`config.mk`:
```
export PLATFORM = sky130hd
export DESIGN_NAME = hazard_ctrl
export DESIGN_NICKNAME = d
export VERILOG_FILES = /design/src/rtl/hazard_ctrl.sv
export SDC_FILE = /design/constraint.sdc
export NUM_CORES = 1
export LEC_CHECK = 0
export ABC_AREA = 1
export CAP_MARGIN = 40
export CORE_ASPECT_RATIO = 1.5
export CORE_UTILIZATION = 44
export DETAILED_ROUTE_END_ITERATION = 16
export GPL_TIMING_DRIVEN = 0
export MAX_ROUTING_LAYER = met4
export PLACE_DENSITY = 0.78
export SLEW_MARGIN = 20
export SYNTH_ARGS = -nofsm -noshare
export SYNTH_HDL_FRONTEND = slang
export SYNTH_SLANG_ARGS = --single-unit
```
`constraint.sdc`:
```
create_clock -name clk -period 2.5 [get_ports clk]
set_input_delay 0.75 -clock clk [delete_from_list [all_inputs] [get_ports clk]]
set_output_delay 0.75 -clock clk [all_outputs]
set_load 0.01 [all_outputs]
```
`src/rtl/hazard_ctrl.sv`:
```
// Pipeline hazard unit: data/HI-LO stall detection, operand forwarding selects,
// multi-cycle mult/div busy tracking and a saturating stalled-cycle counter.
module hazard_ctrl #(
    parameter int unsigned MULT_CYCLES = 5,
    parameter int unsigned DIV_CYCLES  = 10
) (
    input  logic        clk,
    input  logic        rst,
    input  logic [4:0]  rs_D,
    input  logic [4:0]  rt_D,
    input  logic [1:0]  tuse_rs_D,
    input  logic [1:0]  tuse_rt_D,
    input  logic        md_D,
    input  logic [4:0]  rs_E,
    input  logic [4:0]  rt_E,
    input  logic [4:0]  WBA_E,
    input  logic [1:0]  tnew_E,
    input  logic        md_start_E,
    input  logic        md_div_E,
    input  logic [4:0]  rt_M,
    input  logic [4:0]  WBA_M,
    input  logic [1:0]  tnew_M,
    input  logic [4:0]  WBA_W,
    output logic        stall_F,
    output logic        stall_D,
    output logic        flush_E,
    output logic [1:0]  fwd_rs_D,
    output logic [1:0]  fwd_rt_D,
    output logic [1:0]  fwd_rs_E,
    output logic [1:0]  fwd_rt_E,
    output logic        fwd_rt_M,
    output logic        md_busy,
    output logic [31:0] stall_cnt
);

    localparam logic [3:0] MultLoad = 4'(MULT_CYCLES);
    localparam logic [3:0] DivLoad  = 4'(DIV_CYCLES);

    logic [3:0]  md_cnt_q, md_cnt_d;
    logic [31:0] stall_cnt_q, stall_cnt_d;
    logic        data_stall, md_stall, stall;

    // A D-stage operand stalls when its producer in E or M is still further out than its use.
    function automatic logic src_stall(input logic [4:0] src, input logic [1:0] tuse,
                                       input logic [4:0] wba_e, input logic [1:0] tnew_e,
                                       input logic [4:0] wba_m, input logic [1:0] tnew_m);
        logic hit;
        hit = 1'b0;
        if (src != 5'd0 && tuse != 2'd3) begin
            if (src == wba_e && tuse < tnew_e) hit = 1'b1;
            if (src == wba_m && tuse < tnew_m) hit = 1'b1;
        end
        return hit;
    endfunction

    // M is the younger producer, so it wins over W when both match.
    function automatic logic [1:0] fwd_sel(input logic [4:0] src, input logic [4:0] wba_m,
                                           input logic [1:0] tnew_m, input logic [4:0] wba_w);
        logic [1:0] sel;
        sel = 2'd0;
        if (src != 5'd0) begin
            if (src == wba_m && tnew_m == 2'd0) sel = 2'd2;
            else if (src == wba_w)              sel = 2'd1;
        end
        return sel;
    endfunction

    always_comb begin
        data_stall = src_stall(rs_D, tuse_rs_D, WBA_E, tnew_E, WBA_M, tnew_M) |
                     src_stall(rt_D, tuse_rt_D, WBA_E, tnew_E, WBA_M, tnew_M);
        md_stall   = md_D & (md_busy | md_start_E);
        stall      = data_stall | md_stall;
        stall_F    = stall;
        stall_D    = stall;
        flush_E    = stall;
    end

    always_comb begin
        fwd_rs_D = fwd_sel(rs_D, WBA_M, tnew_M, WBA_W);
        fwd_rt_D = fwd_sel(rt_D, WBA_M, tnew_M, WBA_W);
        fwd_rs_E = fwd_sel(rs_E, WBA_M, tnew_M, WBA_W);
        fwd_rt_E = fwd_sel(rt_E, WBA_M, tnew_M, WBA_W);
        fwd_rt_M = (rt_M != 5'd0) && (rt_M == WBA_W);
    end

    // A start while the unit is already counting is dropped, not restarted.
    always_comb begin
        md_cnt_d = md_cnt_q;
        if (md_start_E && md_cnt_q == 4'd0) begin
            md_cnt_d = md_div_E ? DivLoad : MultLoad;
        end else if (md_cnt_q != 4'd0) begin
            md_cnt_d = md_cnt_q - 4'd1;
        end
    end

    always_comb begin
        stall_cnt_d = stall_cnt_q;
        if (stall && stall_cnt_q != 32'hFFFF_FFFF) begin
            stall_cnt_d = stall_cnt_q + 32'd1;
        end
    end

    always_ff @(posedge clk or posedge rst) begin
        if (rst) begin
            md_cnt_q    <= 4'd0;
            stall_cnt_q <= 32'd0;
        end else begin
            md_cnt_q    <= md_cnt_d;
            stall_cnt_q <= stall_cnt_d;
        end
    end

    assign md_busy   = (md_cnt_q != 4'd0);
    assign stall_cnt = stall_cnt_q;

endmodule

```
==> flow_results.org, run 1 <==
** Status
- Run status :: finished with violations
- The checks that failed: negative setup slack.

** STA
- Setup violation total in the final timing report :: 4
- Measured against its own limit, the worst slew margin works out to 0.739.
- Final min period :: 2.59 ns
- For the pin with the worst max-slew slack, the measured transition is 0.387 ns.
- Final hold viol count :: 0
- Number of max-slew violations in the final report :: 0
- Unrepaired setup endpoints after global routing :: true
- Setup slack on the critical path of the routed design comes to -0.0923 ns.
- Worst hold slack across all endpoints :: 0.520 ns
- Dividing the final minimum period by the clock period gives 1.04.
- For the final routed database, the setup TNS stands at -0.244 ns.
- Worst Clk Skew :: 0.00590 ns
- Timing would allow up to 0.386 GHz.

** Logic synthesis
- The cell count after synthesis came out at 531.
- When the netlist entered floorplanning its net count stood at 591.
- Area of the mapped netlist :: 0.00337 sq mm
- Sequential-to-total area share from yosys stat :: 0.267
- Average cell area after synthesis :: 6.35 sq um
- In this run, distinct cell masters in the synthesized netlist total 36.
- After synthesis the netlist holds a flip-flop and latch count of 36.
- Yosys Warn Count :: 0

** Drt
- In the routed design, unresolved DRC markers number 0.
- Wires add up to 10.6 mm.
- After detailed routing, the number of vias per cell comes to 5.29.
- For this block, the initial DRC count from the detailed router was 179.
- Antenna-violating nets left :: 0
- Total vias in the final route :: 3947
- DR pass1 iterations :: 4
- DR WL/cell :: 14.1 microns

** CTS
- CTS root buf :: sky130_fd_sc_hd__clkbuf_8
- Maximum level of the CTS H-tree :: 2
- TritonCTS clock tree :: done
- The clock reaches the later pin of the worst-skew pair after 0.30 ns.
- Buffers inserted during clock tree synthesis total 5.
- Clock slew seen by the registers of the worst setup and hold paths :: 0.07 ns
- Counting along the longest clock path gives a buffer depth of 2.
- Sinks on Clock Net :: 36

** Pwr
- Power per Cell Area :: 423 mW/mm^2
- The share of total power dissipated in combinational logic is 0.402.
- The share of total power dissipated in sequential elements is 0.368.
- After layout, the design draws a total of 2.02 mW.
- Leakage :: 2.33 nW
- For this design the total switching power over the nets is 0.737 mW.
- The share of total power dissipated in the clock network is 0.230.
- The internal power of the cells totals 1.29 mW.
- Of the total power, the share spent switching nets is 0.365.
- The worst-case IR drop observed on VDD is 0.000175 V.

** Setup path
- R2R Path Start :: stall_cnt[0]
- The worst register-to-register path has a depth of 10.
- The worst setup path is launched from an input port.
- Termination of the worst setup path :: stall_D
- The setup path with the least slack is of type input port to output port.
- Req. time, crit path :: 1.75 ns
- In this run the worst path has a maximum fanout of 7.
- Walking the worst path, the cells encountered are buf_6 > inv_6 > ha_4 > a21oi_4 > nand4_1 > nand2_1 > nand2_2 > nand3_4 > buf_6 > buf_6.
- The largest single stage delay on the critical path is 0.21 ns.
- At the worst endpoint, the arrival time is 1.84 ns.
- Slowest stage cell, crit path :: sky130_fd_sc_hd__ha_4
- Category of the worst setup path capture point :: output port
- Crit path launch :: tnew_M[1]
- The worst register-to-register path ends at stall_cnt[2].
- Counting stages on the worst path, the most repeated cell is sky130_fd_sc_hd__buf_6.
- Setup slack, reg-to-reg :: 0.33 ns

** Finish
- Fin cells :: 746
- Post-synthesis to final-layout area growth :: 41.7%
- Number of nets in the layout :: 706
- The repair_antennas step left the layout with diodes totalling 0.
- Fraction of final layout cells with drive strength greater than 1 :: 0.217

** Placed design
- The congestion estimate from routability-driven global placement came to 0.944.
- Cell Count Post-Placement :: 725
- The HPWL after detailed placement is 8.23 mm.
- Total of buffers placed on input and output ports :: 94

** Global route
- In the global route stage, overall resource usage came out at 0.283.
- Total congestion overflow after global routing :: 0
- Number of global-route vias before repair :: 3873
- The initial antenna violation count was 0.
- Entering global routing, the biggest net connects 37 pins.
- The first global-routing pass estimated 16.9 mm of wire.

** Die
- Measured along the y axis, the die boundary spans 109 microns.
- In this run the horizontal extent of the chip is 73.5 microns.
- In this run the core area contains 38 standard-cell rows.
- For this configuration, the core starts out at a cell density of 0.461.
- The core region is 0.00732 sq mm.
- The floorplan step defined a die boundary enclosing 0.00803 sq mm.
- I/O pin total :: 98

** Hold path
- In this run the worst hold path is classified as register to register.

** Run
- The tool flagged a number of max-cap violations equal to 0.
-- how the worst min path moves through the flow --
stage                     start     endpoint  slack [ns]  cells past startpoint
detailed placement  md_cnt_q[0]  md_cnt_q[0]        0.51                      1
global route        md_cnt_q[0]  md_cnt_q[0]        0.56                      1
floorplan           md_cnt_q[0]  md_cnt_q[0]        0.48                      1
global placement    md_cnt_q[0]  md_cnt_q[0]        0.50                      1
finish              md_cnt_q[0]  md_cnt_q[0]        0.52                      1
CTS                 md_cnt_q[0]  md_cnt_q[0]        0.53                      1
-- synth_stat cells --
cell type                   number  area, sq um
sky130_fd_sc_hd__clkbuf_1        4         15.0
sky130_fd_sc_hd__nor3_1         24          120
sky130_fd_sc_hd__nand2_2         2         12.5
sky130_fd_sc_hd__nand3_1        52          260
sky130_fd_sc_hd__nor3_4          1         16.3
sky130_fd_sc_hd__xor2_1         35          307
sky130_fd_sc_hd__o41ai_1         1         8.76
sky130_fd_sc_hd__xnor2_1        14          123
sky130_fd_sc_hd__and3_1          3         18.8
sky130_fd_sc_hd__ha_1            7         87.6
sky130_fd_sc_hd__inv_1          66          248
sky130_fd_sc_hd__buf_2           6         30.0
sky130_fd_sc_hd__nor3b_1         2         15.0
sky130_fd_sc_hd__dfrtp_1        36          901
sky130_fd_sc_hd__nand4_1        12         75.1
sky130_fd_sc_hd__buf_4           2         15.0
sky130_fd_sc_hd__nor2_2          2         12.5
sky130_fd_sc_hd__o21ai_0         5         25.0
sky130_fd_sc_hd__or2_2           4         25.0
sky130_fd_sc_hd__o2bb2ai_1       1         8.76
sky130_fd_sc_hd__buf_6           2         22.5
sky130_fd_sc_hd__nand3b_1        3         22.5
sky130_fd_sc_hd__inv_2           2         7.51
sky130_fd_sc_hd__o22ai_1         4         25.0
sky130_fd_sc_hd__nand2_1       164          616
sky130_fd_sc_hd__o221ai_1        1         8.76
sky130_fd_sc_hd__a21oi_1         5         25.0
sky130_fd_sc_hd__nor4_1          5         31.3
sky130_fd_sc_hd__nand4_2         1         12.5
sky130_fd_sc_hd__o211ai_1        1         7.51
sky130_fd_sc_hd__o21bai_1        2         15.0
sky130_fd_sc_hd__nand3_2         1         10.0
sky130_fd_sc_hd__a21oi_2         1         8.76
sky130_fd_sc_hd__and2_1          1         6.26
sky130_fd_sc_hd__a211oi_1        3         22.5
sky130_fd_sc_hd__nor2_1         56          210
-- metrics by stage --
step | setup slack (ns) | cell area, sq um | utilization
after floorplan | -0.0114 | 3400 | -
after global placement | -1.34 | 4460 | 0.610
after detailed placement | -1.35 | 4460 | 0.610
after CTS | -0.146 | 4700 | 0.642
after global routing | -0.179 | 4780 | 0.653
final | -0.0923 | 4780 | 0.653
-- cell usage in the layout, fill, tap and decap left out, types with 4 or more instances in the layout --
master / netlist / layout
sky130_fd_sc_hd__a21oi_2: 1 / 4
sky130_fd_sc_hd__buf_2: 6 / 29
sky130_fd_sc_hd__buf_4: 2 / 17
sky130_fd_sc_hd__buf_6: 2 / 10
sky130_fd_sc_hd__clkbuf_2: 0 / 4
sky130_fd_sc_hd__clkbuf_8: 0 / 7
sky130_fd_sc_hd__clkdlybuf4s15_2: 0 / 6
sky130_fd_sc_hd__clkdlybuf4s50_1: 0 / 36
sky130_fd_sc_hd__dfrtp_1: 36 / 36
sky130_fd_sc_hd__dlygate4sd2_1: 0 / 12
sky130_fd_sc_hd__ha_4: 0 / 4
sky130_fd_sc_hd__inv_1: 66 / 51
sky130_fd_sc_hd__inv_2: 2 / 12
sky130_fd_sc_hd__nand2_1: 164 / 161
sky130_fd_sc_hd__nand2_2: 2 / 5
sky130_fd_sc_hd__nand3_1: 52 / 50
sky130_fd_sc_hd__nand4_1: 12 / 12
sky130_fd_sc_hd__nor2_1: 56 / 53
sky130_fd_sc_hd__nor2_2: 2 / 5
sky130_fd_sc_hd__nor3_1: 24 / 19
sky130_fd_sc_hd__nor3_2: 0 / 5
sky130_fd_sc_hd__xnor2_1: 14 / 12
sky130_fd_sc_hd__xor2_1: 35 / 35
-- layer usage --
metal / wire length (microns) / GRT usage / vias up / share of wire
li1: - / - / 1927 / -
met1: 3630 / 0.264 / 1804 / 0.34
met2: 5660 / 0.522 / 170 / 0.54
met3: 563 / 0.0305 / 46 / 0.053
met4: 702 / 0.202 / 0 / 0.067
met5: 0 / - / - / 0
-- layout make-up --
| cell class | instances | area, sq um |
|---|---|---|
| clock buffers | 7 | 96.3 |
| plain buffers | 12 | 87.6 |
| inverters | 68 | 273 |
| fillers | 688 | 2540 |
| repair buffers | 110 | 953 |
| well taps | 100 | 125 |
| flip-flops and latches | 36 | 901 |
| multi-input cells | 413 | 2350 |
-- sequential cells by signal (all words and copies together), names as in the netlist --
name	flops
stall_cnt	32
md_cnt_q	4
-- critical path: cells and delay by family --
family                     cells  cell delay (ns)
and+or+nand+nor                4             0.37
adders and majority gates      1             0.21
buffers and inverters          4             0.37
AOI/OAI and AO/OA              1             0.15
-- power groups by stage --
stage / registers [mW] / clock network, mW / logic (mW)
after floorplan: 0.751 / 0 / 0.419
final: 0.744 / 0.465 / 0.814
after detailed placement: 0.753 / 0 / 0.743
after global routing: 0.755 / 0.485 / 0.889
after global placement: 0.751 / 0 / 0.722
after CTS: 0.742 / 0.468 / 0.790
-- cells by family (layout without fill, tap and decap cells) --
family | Yosys count | count (layout) | share of synthesized area
AO/OA/AOI/OAI | 24 | 24 | 0.0460
XOR/XNOR | 49 | 49 | 0.127
adder cells (fa/ha/maj) | 7 | 7 | 0.0260
buffers and inverters | 82 | 197 | 0.100
flip-flops | 36 | 36 | 0.267
AND/OR/NAND/NOR | 333 | 333 | 0.434
-- what timing repair did --
item                       in CTS  in global routing
setup endpoints to repair      19                 11
pin swaps                      39                 20
gates resized for setup       233                 39
hold buffers                    0                  0
setup buffers                  11                  4
No activity file was read; power rests on OpenSTA's default activity.
==> run 2: changes to the inputs <==
--- a/config.mk
+++ b/config.mk
@@ -8,11 +8,11 @@
 export ABC_AREA = 1
 export CAP_MARGIN = 40
 export CORE_ASPECT_RATIO = 1.5
-export CORE_UTILIZATION = 44
+export CORE_UTILIZATION = 49
 export DETAILED_ROUTE_END_ITERATION = 16
 export GPL_TIMING_DRIVEN = 0
 export MAX_ROUTING_LAYER = met4
-export PLACE_DENSITY = 0.78
+export PLACE_DENSITY = 0.82
 export SLEW_MARGIN = 20
 export SYNTH_ARGS = -nofsm -noshare
 export SYNTH_HDL_FRONTEND = slang
==> constraint.sdc (replaced) <==
create_clock -name clk -period 2.6 [get_ports clk]
set_input_delay 0.78 -clock clk [delete_from_list [all_inputs] [get_ports clk]]
set_output_delay 0.78 -clock clk [all_outputs]
set_load 0.01 [all_outputs]
==> run 2 against run 1 <==
The flow still finishes with violations (negative setup slack). Power decreased by 7.2%. Critical path depth decreased by 3. Global-route usage increased by 1.3 points. Routed wire length decreased by 0.96%. Worst hold slack improved by 0.0091 ns. Die area decreased by 10%. Sequential cell count unchanged. Core utilization increased by 5.2 points. Critical endpoint is now stall_F.
==> flow_results.org, run 2 (synthesis gave the netlist of run 1 again) <==
** Setup path
- Slowest stage cell, crit path :: sky130_fd_sc_hd__clkdlybuf4s50_1
- The critical path is of the input port to output port type.
- The number of stages on the worst setup path came to 7 (-3).
- Worst flop-to-flop path endpoint :: stall_cnt[27]
- The required time at the endpoint of the critical path came to 1.82 ns (+0.07 ns).
- Crit path launch :: md_start_E
- The worst path buffer plus inverter count was 4 (unchanged).
- Worst endpoint data arrival time :: 1.88 ns (+0.04 ns)
- Category of the worst setup path capture point :: output port
- The critical path goes through clkdlybuf4s50_1 > nor2_2 > inv_1 > nand2_2 > nand3_4 > buf_6 > buf_6.
- In this run the critical register-to-register path is launched from stall_cnt[0].
- The worst setup path is launched from an input port.
- The largest driver fanout on the critical path came to 5 (-2).
- On the critical path the largest part of the delay comes from buffers and inverters.
- Setup slack, reg-to-reg :: 0.39 ns (+0.06 ns)
- The most critical setup path has its endpoint at stall_F.
- The worst-case reg-to-reg path depth came to 10 (unchanged).
- Delay of the slowest cell on the worst path :: 0.43 ns (+0.22 ns)
- Counting stages on the worst path, the most repeated cell is sky130_fd_sc_hd__buf_6.

** CTS
- The total clock buffers created by CTS was 5 (unchanged).
- Maximum buffer depth of the clock tree :: 2 (unchanged)
- TritonCTS built the clock tree.
- The total number of H-tree levels came to 2 (unchanged).
- Clock slew seen by the registers of the worst setup and hold paths :: 0.06 ns (about the same)
- The cell sitting at the root of the clock tree is a sky130_fd_sc_hd__clkbuf_8.
- The clock insertion delay at the later pin of the skew report came to 0.30 ns (about the same).
- Sinks on Clock Net :: 36 (unchanged)

** Die
- The initial core utilization came to 0.513 (+0.0523).
- The core outline area was 0.00658 sq mm (-10%).
- Die boundary width :: 69.8 microns (-5.1%)
- Die H :: 104 microns (-5.1%)
- The number of placement rows was 36 (-5.3%).
- I/O pin total :: 98 (unchanged)
- Die ar. :: 0.00723 sq mm (-10%)

** Status
- The final reports fail on negative setup slack.
- Run status :: finished with violations

** Drt
- The number of remaining DRC errors is 0 (unchanged).
- DR pass1 iterations :: 4 (unchanged)
- The total wirelength of the detailed-routed design is 10.5 mm (-0.96%).
- DR iter-0 viols :: 255 (+42%)
- DR WL/cell :: 14.6 microns (+3.0%)
- The via density per instance came to 5.50 (+4.0%).
- The routed via count was 3944 (-0.076%).
- The remaining antenna violation count was 0 (unchanged).

** STA
- Setup violation total in the final timing report :: 3 (-1)
- Final min period :: 2.66 ns
- Max_slew headroom :: 0.741 (+0.00129)
- Share of the clock period used by the worst path after layout :: 1.02
- The minimum setup slack in the final design is -0.0579 ns (+0.0344 ns).
- Worst Clk Skew :: 0.00787 ns (+0.00197 ns)
- The max-slew violation count is 0 (unchanged).
- Worst-Margin Slew :: 0.388 ns (+0.000719 ns)
- Unrepaired setup endpoints after global routing :: true
- The final hold violation count is 0 (unchanged).
- Max Clk Rate :: 0.376 GHz

** Placed design
- The count of port buffers added during placement was 94 (unchanged).
- The post-placement setup slack is -1.26 ns (+0.0836 ns).
- The HPWL reported at the end of detailed placement is 8.11 mm (-1.4%).
- Cell Count Post-Placement :: 701 (-3.3%)
- The final weighted congestion of routability-driven global placement came to 0.957 (+1.3%).

** Pwr
- Final total power :: 1.88 mW (-7.2%)
- Power per Cell Area :: 404 mW/mm^2 (-4.4%)
- The largest vdd supply drop came to 0.000205 V (+17%).
- Leakage :: 2.28 nW (-2.0%)

** Run
- Max-capacitance violation count :: 0 (unchanged)

** Global route
- The first-pass GRT wire length was 16.9 mm (-0.53%).
- The total global routing track utilization came to 0.296 (+0.0127).
- The remaining global-route overflow came to 0 (unchanged).
- Initial antenna violation count :: 0 (unchanged)
- The largest net degree at the start of global routing came to 37 (unchanged).
- Number of global-route vias before repair :: 3916 (+1.1%)

** Finish
- Fin cells :: 717 (-3.9%)
- The number of flip-flops in the largest register is 32 (unchanged).
- Relative to the synthesized area, the layout overhead comes to 37.4%.
- Fraction of final layout cells with drive strength greater than 1 :: 0.204 (-0.0124)
- The core utilization of the finished layout came to 0.705 (+0.0522).
- Commonest cells after routing, fill and taps aside :: 160 x sky130_fd_sc_hd__nand2_1, 51 x sky130_fd_sc_hd__nor2_1, 51 x sky130_fd_sc_hd__nand3_1, 48 x sky130_fd_sc_hd__inv_1, 37 x sky130_fd_sc_hd__clkdlybuf4s50_1
- Leaving out fill and tap cells, the most frequent cell in the layout is sky130_fd_sc_hd__nand2_1.
- The final antenna diode count came to 0 (unchanged).
- The net count of the finished layout came to 701 (-0.71%).

** Hold path
- Type of the worst min-delay path :: register to register
- Min-delay src :: md_cnt_q[0]
==> run 2: worst min path at each step <==
stage | end | slack [ns] | depth (start not counted)
3_5_place_dp | stall_cnt[31] | 0.52 | 2
4_1_cts | stall_cnt[21] | 0.53 | 2
3_3_place_gp | stall_cnt[21] | 0.50 | 2
5_1_grt | md_cnt_q[0] | 0.55 | 1
6_report | md_cnt_q[0] | 0.53 | 1
2_1_floorplan | md_cnt_q[0] | 0.48 | 1
==> run 2: through the flow <==
step / hold WS (ns) / setup TNS (ns) / area, sq um
3_3_place_gp: 0.496 / -15.31 / 4430
6_report: 0.529 / -0.125 / 4640
5_1_grt: 0.550 / -0.438 / 4640
2_1_floorplan: 0.479 / 0 / 3390
4_1_cts: 0.535 / -0.354 / 4620
3_5_place_dp: 0.517 / -17.04 / 4430
==> run 2: cell type report <==
type                            instances  area (sq um)
Timing Repair Buffer                  105           896
Clock buffer                            6          72.6
Sequential cell                        36           901
Clock inverter                          1          5.00
Tap cell                               76          95.1
Inverter                               68           265
Fill cell                             606          1940
Buffer                                 12          85.1
Multi-Input combinational cell        413          2320
==> run 2: metal layers <==
metal / vias up / track usage / wire, microns
li1: 1914 / - / -
met1: 1824 / 0.288 / 3810
met2: 163 / 0.539 / 5630
met3: 43 / 0.0389 / 487
met4: 0 / 0.189 / 526
met5: - / - / 0
==> run 2: where the power goes <==
| part | leakage (nW) | switching, mW | internal (mW) |
|---|---|---|---|
| clock network | 0.0410 | 0.205 | 0.182 |
| registers | 0.487 | 0.0837 | 0.632 |
| logic | 1.76 | 0.420 | 0.353 |
==> run 2: repair_timing <==
item	4_1_cts	5_1_grt
hold buffers	0	0
resized for setup	211	48
setup endpoints to repair	12	12
setup buffers	9	1
pin swaps	32	26
